[src/rtl/apb_timer_multi.sv]
// NUM_CH independent WIDTH-bit up/down timers behind one APB slave with a single wait state.
// Shared 4-bit prescaler, per-channel auto-reload, W1C overflow/underflow flags and level irq.
module apb_timer_multi #(
  parameter int WIDTH  = 8,
  parameter int NUM_CH = 2
) (
  input  logic              pclk,
  input  logic              presetn,
  input  logic              psel,
  input  logic              penable,
  input  logic              pwrite,
  input  logic [7:0]        paddr,
  input  logic [WIDTH-1:0]  pwdata,
  output logic [WIDTH-1:0]  prdata,
  output logic              pready,
  output logic              pslverr,
  output logic [NUM_CH-1:0] irq
);

  logic [3:0]        pcnt_q, pcnt_d;
  logic [3:0]        tick;
  logic [WIDTH-1:0]  tdr_q  [NUM_CH];
  logic [WIDTH-1:0]  tdr_d  [NUM_CH];
  logic [WIDTH-1:0]  tcnt_q [NUM_CH];
  logic [WIDTH-1:0]  tcnt_d [NUM_CH];
  logic [7:0]        tcr_q  [NUM_CH];
  logic [7:0]        tcr_d  [NUM_CH];
  logic [NUM_CH-1:0] ovf_q, ovf_d, udf_q, udf_d, irq_q, irq_d;
  logic              pready_q, pready_d, pslverr_q, pslverr_d;
  logic [WIDTH-1:0]  prdata_q, prdata_d, rd_mux;
  logic [5:0]        ch_idx;
  logic [1:0]        off;
  logic              acc, oob, commit;

  assign ch_idx = paddr[7:2];
  assign off    = paddr[1:0];
  assign acc    = psel & penable;
  assign oob    = (int'(ch_idx) >= NUM_CH);
  // Writes land on the edge that ends the pready=1 access cycle.
  assign commit = acc & pready_q & pwrite & ~oob;
  assign tick   = {&pcnt_q[3:0], &pcnt_q[2:0], &pcnt_q[1:0], pcnt_q[0]};

  always_comb begin
    pcnt_d = pcnt_q + 4'd1;
    rd_mux = '0;
    for (int i = 0; i < NUM_CH; i++) begin
      tdr_d[i]  = tdr_q[i];
      tcr_d[i]  = tcr_q[i];
      tcnt_d[i] = tcnt_q[i];
      ovf_d[i]  = ovf_q[i];
      udf_d[i]  = udf_q[i];
      irq_d[i]  = (ovf_q[i] & tcr_q[i][3]) | (udf_q[i] & tcr_q[i][2]);

      // Software clear is applied first so a same-cycle hardware set overrides it.
      if (commit && (ch_idx == 6'(i))) begin
        case (off)
          2'd0:    tdr_d[i] = pwdata;
          2'd1:    tcr_d[i] = pwdata[7:0];
          2'd2: begin
            if (pwdata[0]) ovf_d[i] = 1'b0;
            if (pwdata[1]) udf_d[i] = 1'b0;
          end
          default: ;
        endcase
      end

      if (tcr_q[i][7]) begin
        tcnt_d[i] = tdr_q[i];
      end else if (tcr_q[i][4] && tick[tcr_q[i][1:0]]) begin
        if (tcr_q[i][5]) begin
          if (tcnt_q[i] == '0) begin
            tcnt_d[i] = tcr_q[i][6] ? tdr_q[i] : '1;
            udf_d[i]  = 1'b1;
          end else begin
            tcnt_d[i] = tcnt_q[i] - WIDTH'(1);
          end
        end else begin
          if (&tcnt_q[i]) begin
            tcnt_d[i] = tcr_q[i][6] ? tdr_q[i] : '0;
            ovf_d[i]  = 1'b1;
          end else begin
            tcnt_d[i] = tcnt_q[i] + WIDTH'(1);
          end
        end
      end

      if (ch_idx == 6'(i)) begin
        case (off)
          2'd0:    rd_mux = tdr_q[i];
          2'd1:    rd_mux = WIDTH'(tcr_q[i]);
          2'd2:    rd_mux = WIDTH'({udf_q[i], ovf_q[i]});
          default: rd_mux = tcnt_q[i];
        endcase
      end
    end

    // Response is prepared during the first access cycle and presented in the second.
    pready_d  = acc & ~pready_q;
    pslverr_d = 1'b0;
    prdata_d  = '0;
    if (acc && !pready_q) begin
      pslverr_d = oob | (pwrite & (off == 2'd3));
      if (!pwrite && !oob) prdata_d = rd_mux;
    end
  end

  always_ff @(posedge pclk or negedge presetn) begin
    if (!presetn) begin
      pcnt_q    <= '0;
      ovf_q     <= '0;
      udf_q     <= '0;
      irq_q     <= '0;
      pready_q  <= 1'b0;
      pslverr_q <= 1'b0;
      prdata_q  <= '0;
      for (int i = 0; i < NUM_CH; i++) begin
        tdr_q[i]  <= '0;
        tcr_q[i]  <= '0;
        tcnt_q[i] <= '0;
      end
    end else begin
      pcnt_q    <= pcnt_d;
      ovf_q     <= ovf_d;
      udf_q     <= udf_d;
      irq_q     <= irq_d;
      pready_q  <= pready_d;
      pslverr_q <= pslverr_d;
      prdata_q  <= prdata_d;
      for (int i = 0; i < NUM_CH; i++) begin
        tdr_q[i]  <= tdr_d[i];
        tcr_q[i]  <= tcr_d[i];
        tcnt_q[i] <= tcnt_d[i];
      end
    end
  end

  assign prdata  = prdata_q;
  assign pready  = pready_q;
  assign pslverr = pslverr_q;
  assign irq     = irq_q;

endmodule
[config.mk]
export PLATFORM = sky130hd
export DESIGN_NAME = apb_timer_multi
export DESIGN_NICKNAME = d
export VERILOG_FILES = /design/src/rtl/apb_timer_multi.sv
export SDC_FILE = /design/constraint.sdc
export NUM_CORES = 1
export LEC_CHECK = 0
export ABC_AREA = 1
export CAP_MARGIN = 10
export CELL_PAD_IN_SITES_DETAIL_PLACEMENT = 0
export CELL_PAD_IN_SITES_GLOBAL_PLACEMENT = 1
export CORE_MARGIN = 1.5
export CORE_UTILIZATION = 47
export DETAILED_ROUTE_END_ITERATION = 10
export HOLD_SLACK_MARGIN = 0.02
export PLACE_DENSITY = 0.87
export SLEW_MARGIN = 25
export SYNTH_ARGS = -nofsm -noshare
export SYNTH_HDL_FRONTEND = slang
export SYNTH_SLANG_ARGS = --single-unit
[constraint.sdc]
create_clock -name pclk -period 3.5 [get_ports pclk]
set_input_delay 0.35 -clock pclk [delete_from_list [all_inputs] [get_ports pclk]]
set_output_delay 0.35 -clock pclk [all_outputs]
set_load 0.1 [all_outputs]
==> flow_metrics.tcl <==
set metrics [dict create \
    die_area_um2 10700 \
    path_clk_slew_ps 80 \
    rsz0062_at_grt "false" \
    cts_tree "yes" \
    crit_path_cell_trace "clkdlybuf4s50_1" \
    cts-resized-gates 0 \
    insertion_delay_ps 360 \
    dpl.hpwl_um 10230 \
    max_stage_delay_ps 1150 \
    syn_area_per_cell_um2 7.251 \
    num_vias 4480 \
    p_leak_nw 2.533 \
    hold_viol_final 0 \
    syn_to_final_growth_pct 11.42 \
    endpoint_kind "output pin" \
    tightestPinTransition_ps 992.6 \
    port_buffers 32 \
    place.gp.congestion 0.9191 \
    synth_fp_nets 683 \
    timing.rr.end "tcnt_q[13]" \
    maxSlewViolCount 0 \
    fill_cells 965 \
    htreeDepth 3 \
    synthMuxAreaShare 0.004222 \
    finalSetupViolations 0 \
    maxCapViolCount 0 \
    initialDrtViolationCount 487 \
    cts.sinks 68 \
    status "complete, no violations" \
    required_ps 3150 \
    drc_errors 0 \
    drt-wirelength-per-cell_um 16.75 \
    place_ws_ps 1213 \
    start_util 0.4852 \
    synthTopCellsByArea "dfrtp_1, nand2_1, nand3_1" \
    antenna_found_initial 0 \
    synth_simple_gate_area_frac 0.3456 \
    synth_top_area_frac 0.3588 \
    fmax_ghz 0.4430 \
    hold_buffers 0 \
    io_pins 33 \
    clk_path_buf_depth 2 \
    yosys.area.top_type "dfrtp_1" \
    grt_util_all_layers 0.2749 \
    rr_worst_depth 10 \
    ys_seq_area_frac 0.3588 \
    crit_family "buffers and inverters" \
    num_rows 36 \
    grt_pass1_wl_um 21910 \
    drive_above_1_share 0.1472 \
    fp.dieW_um 103.4 \
    powerDensity_nw_per_um2 365.8 \
    first_pass_iters 5 \
    synthDistinctLibCells 41 \
    grt_start_max_net_pins 30 \
    synthAdderAreaFrac 0.02111 \
    synth_top_family_by_area "simple AND/OR/NAND/NOR gates" \
    relSlewSlack 0.3362 \
    fin_tns_setup_ps 0 \
    dp_cells 803 \
    fin_crit_sh 0.6450 \
    cts_buffers 9 \
    yosysWarnings 0 \
    ys_seq_elements 68 \
    grt_pass1_vias 4004 \
    crit_type "register to output pin" \
    wl_um 13720 \
    placed_cell_area_um2 5084 \
    die_height_um 103.4 \
    cp_slowest_cell "clkdlybuf4s50_1" \
    crit_cells 1 \
    hold_path_class "input port to asynchronous set/reset pin" \
    timing.rr.start "pcnt_q[0]" \
    vias_per_cell 5.470 \
    synth_compound_area_frac 0.1609 \
    post_cts.repair.setup_buffers 0 \
    worstPathMaxFanout 4 \
    ir_drop_mv 0.2308 \
    cts_root_buf "clkbuf_8" \
    cp_num_buf_inv 1 \
    syn-cell-area_um2 4742 \
    fin_nets 710 \
    startpoint_type "register" \
    overflow 0 \
    fin_area_um2 5284 \
    final.setup.worst_slack_ps 1242 \
    finish.utilization 0.5406 \
    fin_cells 819 \
    crit_arrival_ps 1910 \
    skew_ps 10.42 \
    min_period_ps 2258 \
    antennaDiodeCount 0 \
    synth-xor-area-share 0.01293 \
    reg2reg_setup_slack_ps 1510 \
    ant_nets 0 \
    core_area_um2 9774 \
    synth_cells 654 \
]
-- state kept, by name, summed over array words and instances, names as in the netlist --
signal	flops
udf_q	2
prdata	8
tcnt_q	16
tcr_q	16
pslverr	1
pcnt_q	4
pready	1
tdr_q	16
ovf_q	2
irq	2
-- cells by family (layout without fill, tap and decap cells) --
group,count (synthesis),count (layout)
flip-flops,68,68
AO/OA/AOI/OAI,122,122
XOR/XNOR,7,7
adder cells (fa/ha/maj),8,8
buffers and inverters,94,126
AND/OR/NAND/NOR,353,353
multiplexers,2,2
-- report_power, final --
group | switching (mW) | leakage (nW) | internal (mW) | total (mW)
registers | 0.0371 | 0.920 | 0.803 | 0.840
clock network | 0.347 | 0.0958 | 0.332 | 0.680
logic | 0.277 | 1.52 | 0.136 | 0.413
-- placed cells by master, fill, tap and decap left out, drive strengths merged, types with 4 or more instances in the layout --
cell type and n:
inv 76, nand3 57, o21ai 80, o221ai 7, a21oi 24, clkdlybuf4s50 31, dfrtp 68, xnor2 4
clkbuf 9, nand2 214, o22ai 6, nor3 4, ha 8, nand4 6, nor2 67
-- cells in the mapped netlist (all sizes together) --
library cell  instances
nand2               214
o21ai                80
inv                  75
dfrtp                68
nor2                 67
nand3                57
a21oi                24
buf                  16
ha                    8
o221ai                7
nand4                 6
o22ai                 6
nor3                  4
xnor2                 4
or2                   3
xor2                  3
clkbuf                2
mux2i                 2
o211ai                2
o31ai                 2
a22o                  1
and3                  1
bufinv                1
nand3b                1
-- routing by layer --
layer  share of wire  global-route usage  vias to the layer above
li1                -                   -                     2180
met1            0.49              0.4356                     2099
met2            0.42              0.3896                      185
met3           0.077             0.03495                       16
met4           0.014             0.07692                        0
met5               0                   0                        -
-- how the worst max path moves through the flow --
| stage | end | from |
|---|---|---|
| final | pready | pready |
| after global routing | pready | pready |
| after detailed placement | tcr_q[11] | paddr[1] |
| after global placement | tcr_q[13] | paddr[1] |
| after CTS | pready | pready |
| after floorplan | tdr_q[14] | pready |
-- cell type report --
cell class	count	area, um^2	area share
Clock buffer	9	123.9	0.02344
Clock inverter	7	76.32	0.01444
Inverter	76	301.5	0.05707
Multi-Input combinational cell	492	2584	0.4890
Sequential cell	68	1702	0.3220
Tap cell	133	166.4	0.03149
Timing Repair Buffer	34	330.3	0.06251
-- metrics by stage --
stage	power (mW)	hold WS [ps]
floorplan	1.138	54.41
global placement	1.257	441.4
detailed placement	1.262	449.8
CTS	1.935	58.65
global route	2.028	93.02
finish	1.933	38.85
Note: power is estimated with default switching activity, not from simulation.
==> edit (same flow settings) <==
`NUM_CH`: 2 -> 4.
--- a/src/rtl/apb_timer_multi.sv
+++ b/src/rtl/apb_timer_multi.sv
@@ -4,3 +4,3 @@
   parameter int WIDTH  = 8,
-  parameter int NUM_CH = 2
+  parameter int NUM_CH = 4
 ) (
Ports: changed (resized irq); port bits go from 33 to 35. The function was not compared with the original's and may differ.
==> edit against the unedited design <==
Synthesized cell count grew 99%; sequential power rose by 74%; setup slack lost 29 ps; first-iteration DRC count up 60%; synthesized area increased by 83%; sequential cell count grew 54; clock skew shrank 2.0 ps; design area increased by 83%; total power rose by 90%; wire length increased by 100%; global-route usage is 2.2 points higher; largest cell class unchanged; largest power group is now the clock network.
==> edit: results <==
metrics = {
    "outcome": {
        "outcome": "finished, final reports clean",
    },
    "critical_path": {
        "timing.rr.end": "tcnt_q[2]$_DFFE_PN0P_",
        "critical_path_arrival_ps": 1940,
        "critPathLaunch": "prdata[3]$_DFF_PN0_",
        "r2r_slack_ps": 1250,
    },
    "drt": {
        "wl_met1_mm": 12.92,
        "wl_met3_mm": 2.050,
        "avgViaCountPerCell": 5.613,
        "drt_wl_total_mm": 27.75,
        "drt-initial-drc-count": 781,
        "wl_met2_mm": 12.26,
    },
    "final_layout": {
        "nonClkBufAreaFrac": 0.04010,
        "inverters": 144,
        "clkbuf_count": 21,
        "multi_input_area_share": 0.4968,
        "fin_util": 0.5366,
        "regArea_um2": 3053,
        "drive_above_1_share": 0.08810,
        "buffers": 39,
        "nMultiInputCombCells": 991,
        "fin_cells": 1557,
    },
    "global_route": {
        "grt_max_degree": 60,
        "first_global_vias": 8159,
        "grt_pass1_wl_mm": 45.33,
        "grtUsageTotal": 0.2965,
    },
    "sta": {
        "hold_ws_ps": 6.538,
        "period_needed_ps": 2287,
    },
    "place": {
        "numPortBuffers": 34,
        "gp_congestion": 0.9409,
        "hpwl_mm": 20.16,
        "dpl_cell_area_um2": 9072,
    },
    "logic_synthesis": {
        "synth_seq_cells": 122,
        "ys_types": 38,
        "synthTopCellsByArea": "dfrtp_1, nand2_1, nand3_1",
        "synth_common_cells": "nand2_1, nand3_1, inv_1, dfrtp_1, nor2_1",
        "syn_avg_cell_area_um2": 6.664,
    },
    "clock_network": {
        "insertion_delay_ps": 420,
        "htreeDepth": 4,
        "root_buffer": "clkbuf_16",
    },
    "power_and_ir_drop": {
        "ir_drop_uv": 343.0,
        "p_sw_frac": 0.2693,
        "p_leak_nw": 4.625,
        "p_seq_mw": 1.46,
        "seqPwrFrac": 0.398,
    },
}
-- edit: cell types whose count changed in the layout (fill, tap and decap cells not counted), sizes merged, moves of 6 or more --
cell / unedited run / this run
nand2: 214 / 441
nand3: 57 / 132
nor2: 67 / 138
inv: 76 / 140
dfrtp: 68 / 122
o21ai: 80 / 128
a21oi: 24 / 63
clkbuf: 9 / 21
nand4: 6 / 14
clkinv: 3 / 9
ha: 8 / 14
-- edit: cells by family after synthesis --
kind of cell / Yosys count / share of synthesized area
multiplexers: 2 / 0.002311
adder cells (fa/ha/maj): 14 / 0.02022
AO/OA/AOI/OAI: 227 / 0.1528
buffers and inverters: 187 / 0.09301
flip-flops: 122 / 0.3524
AND/OR/NAND/NOR: 737 / 0.3681
XOR/XNOR: 11 / 0.01112
-- edit: layer usage --
metal	vias up	global-route usage
met5	-	0
met4	0	0.08717
met3	42	0.04731
met2	358	0.4362
met1	4089	0.4481
li1	4250	-
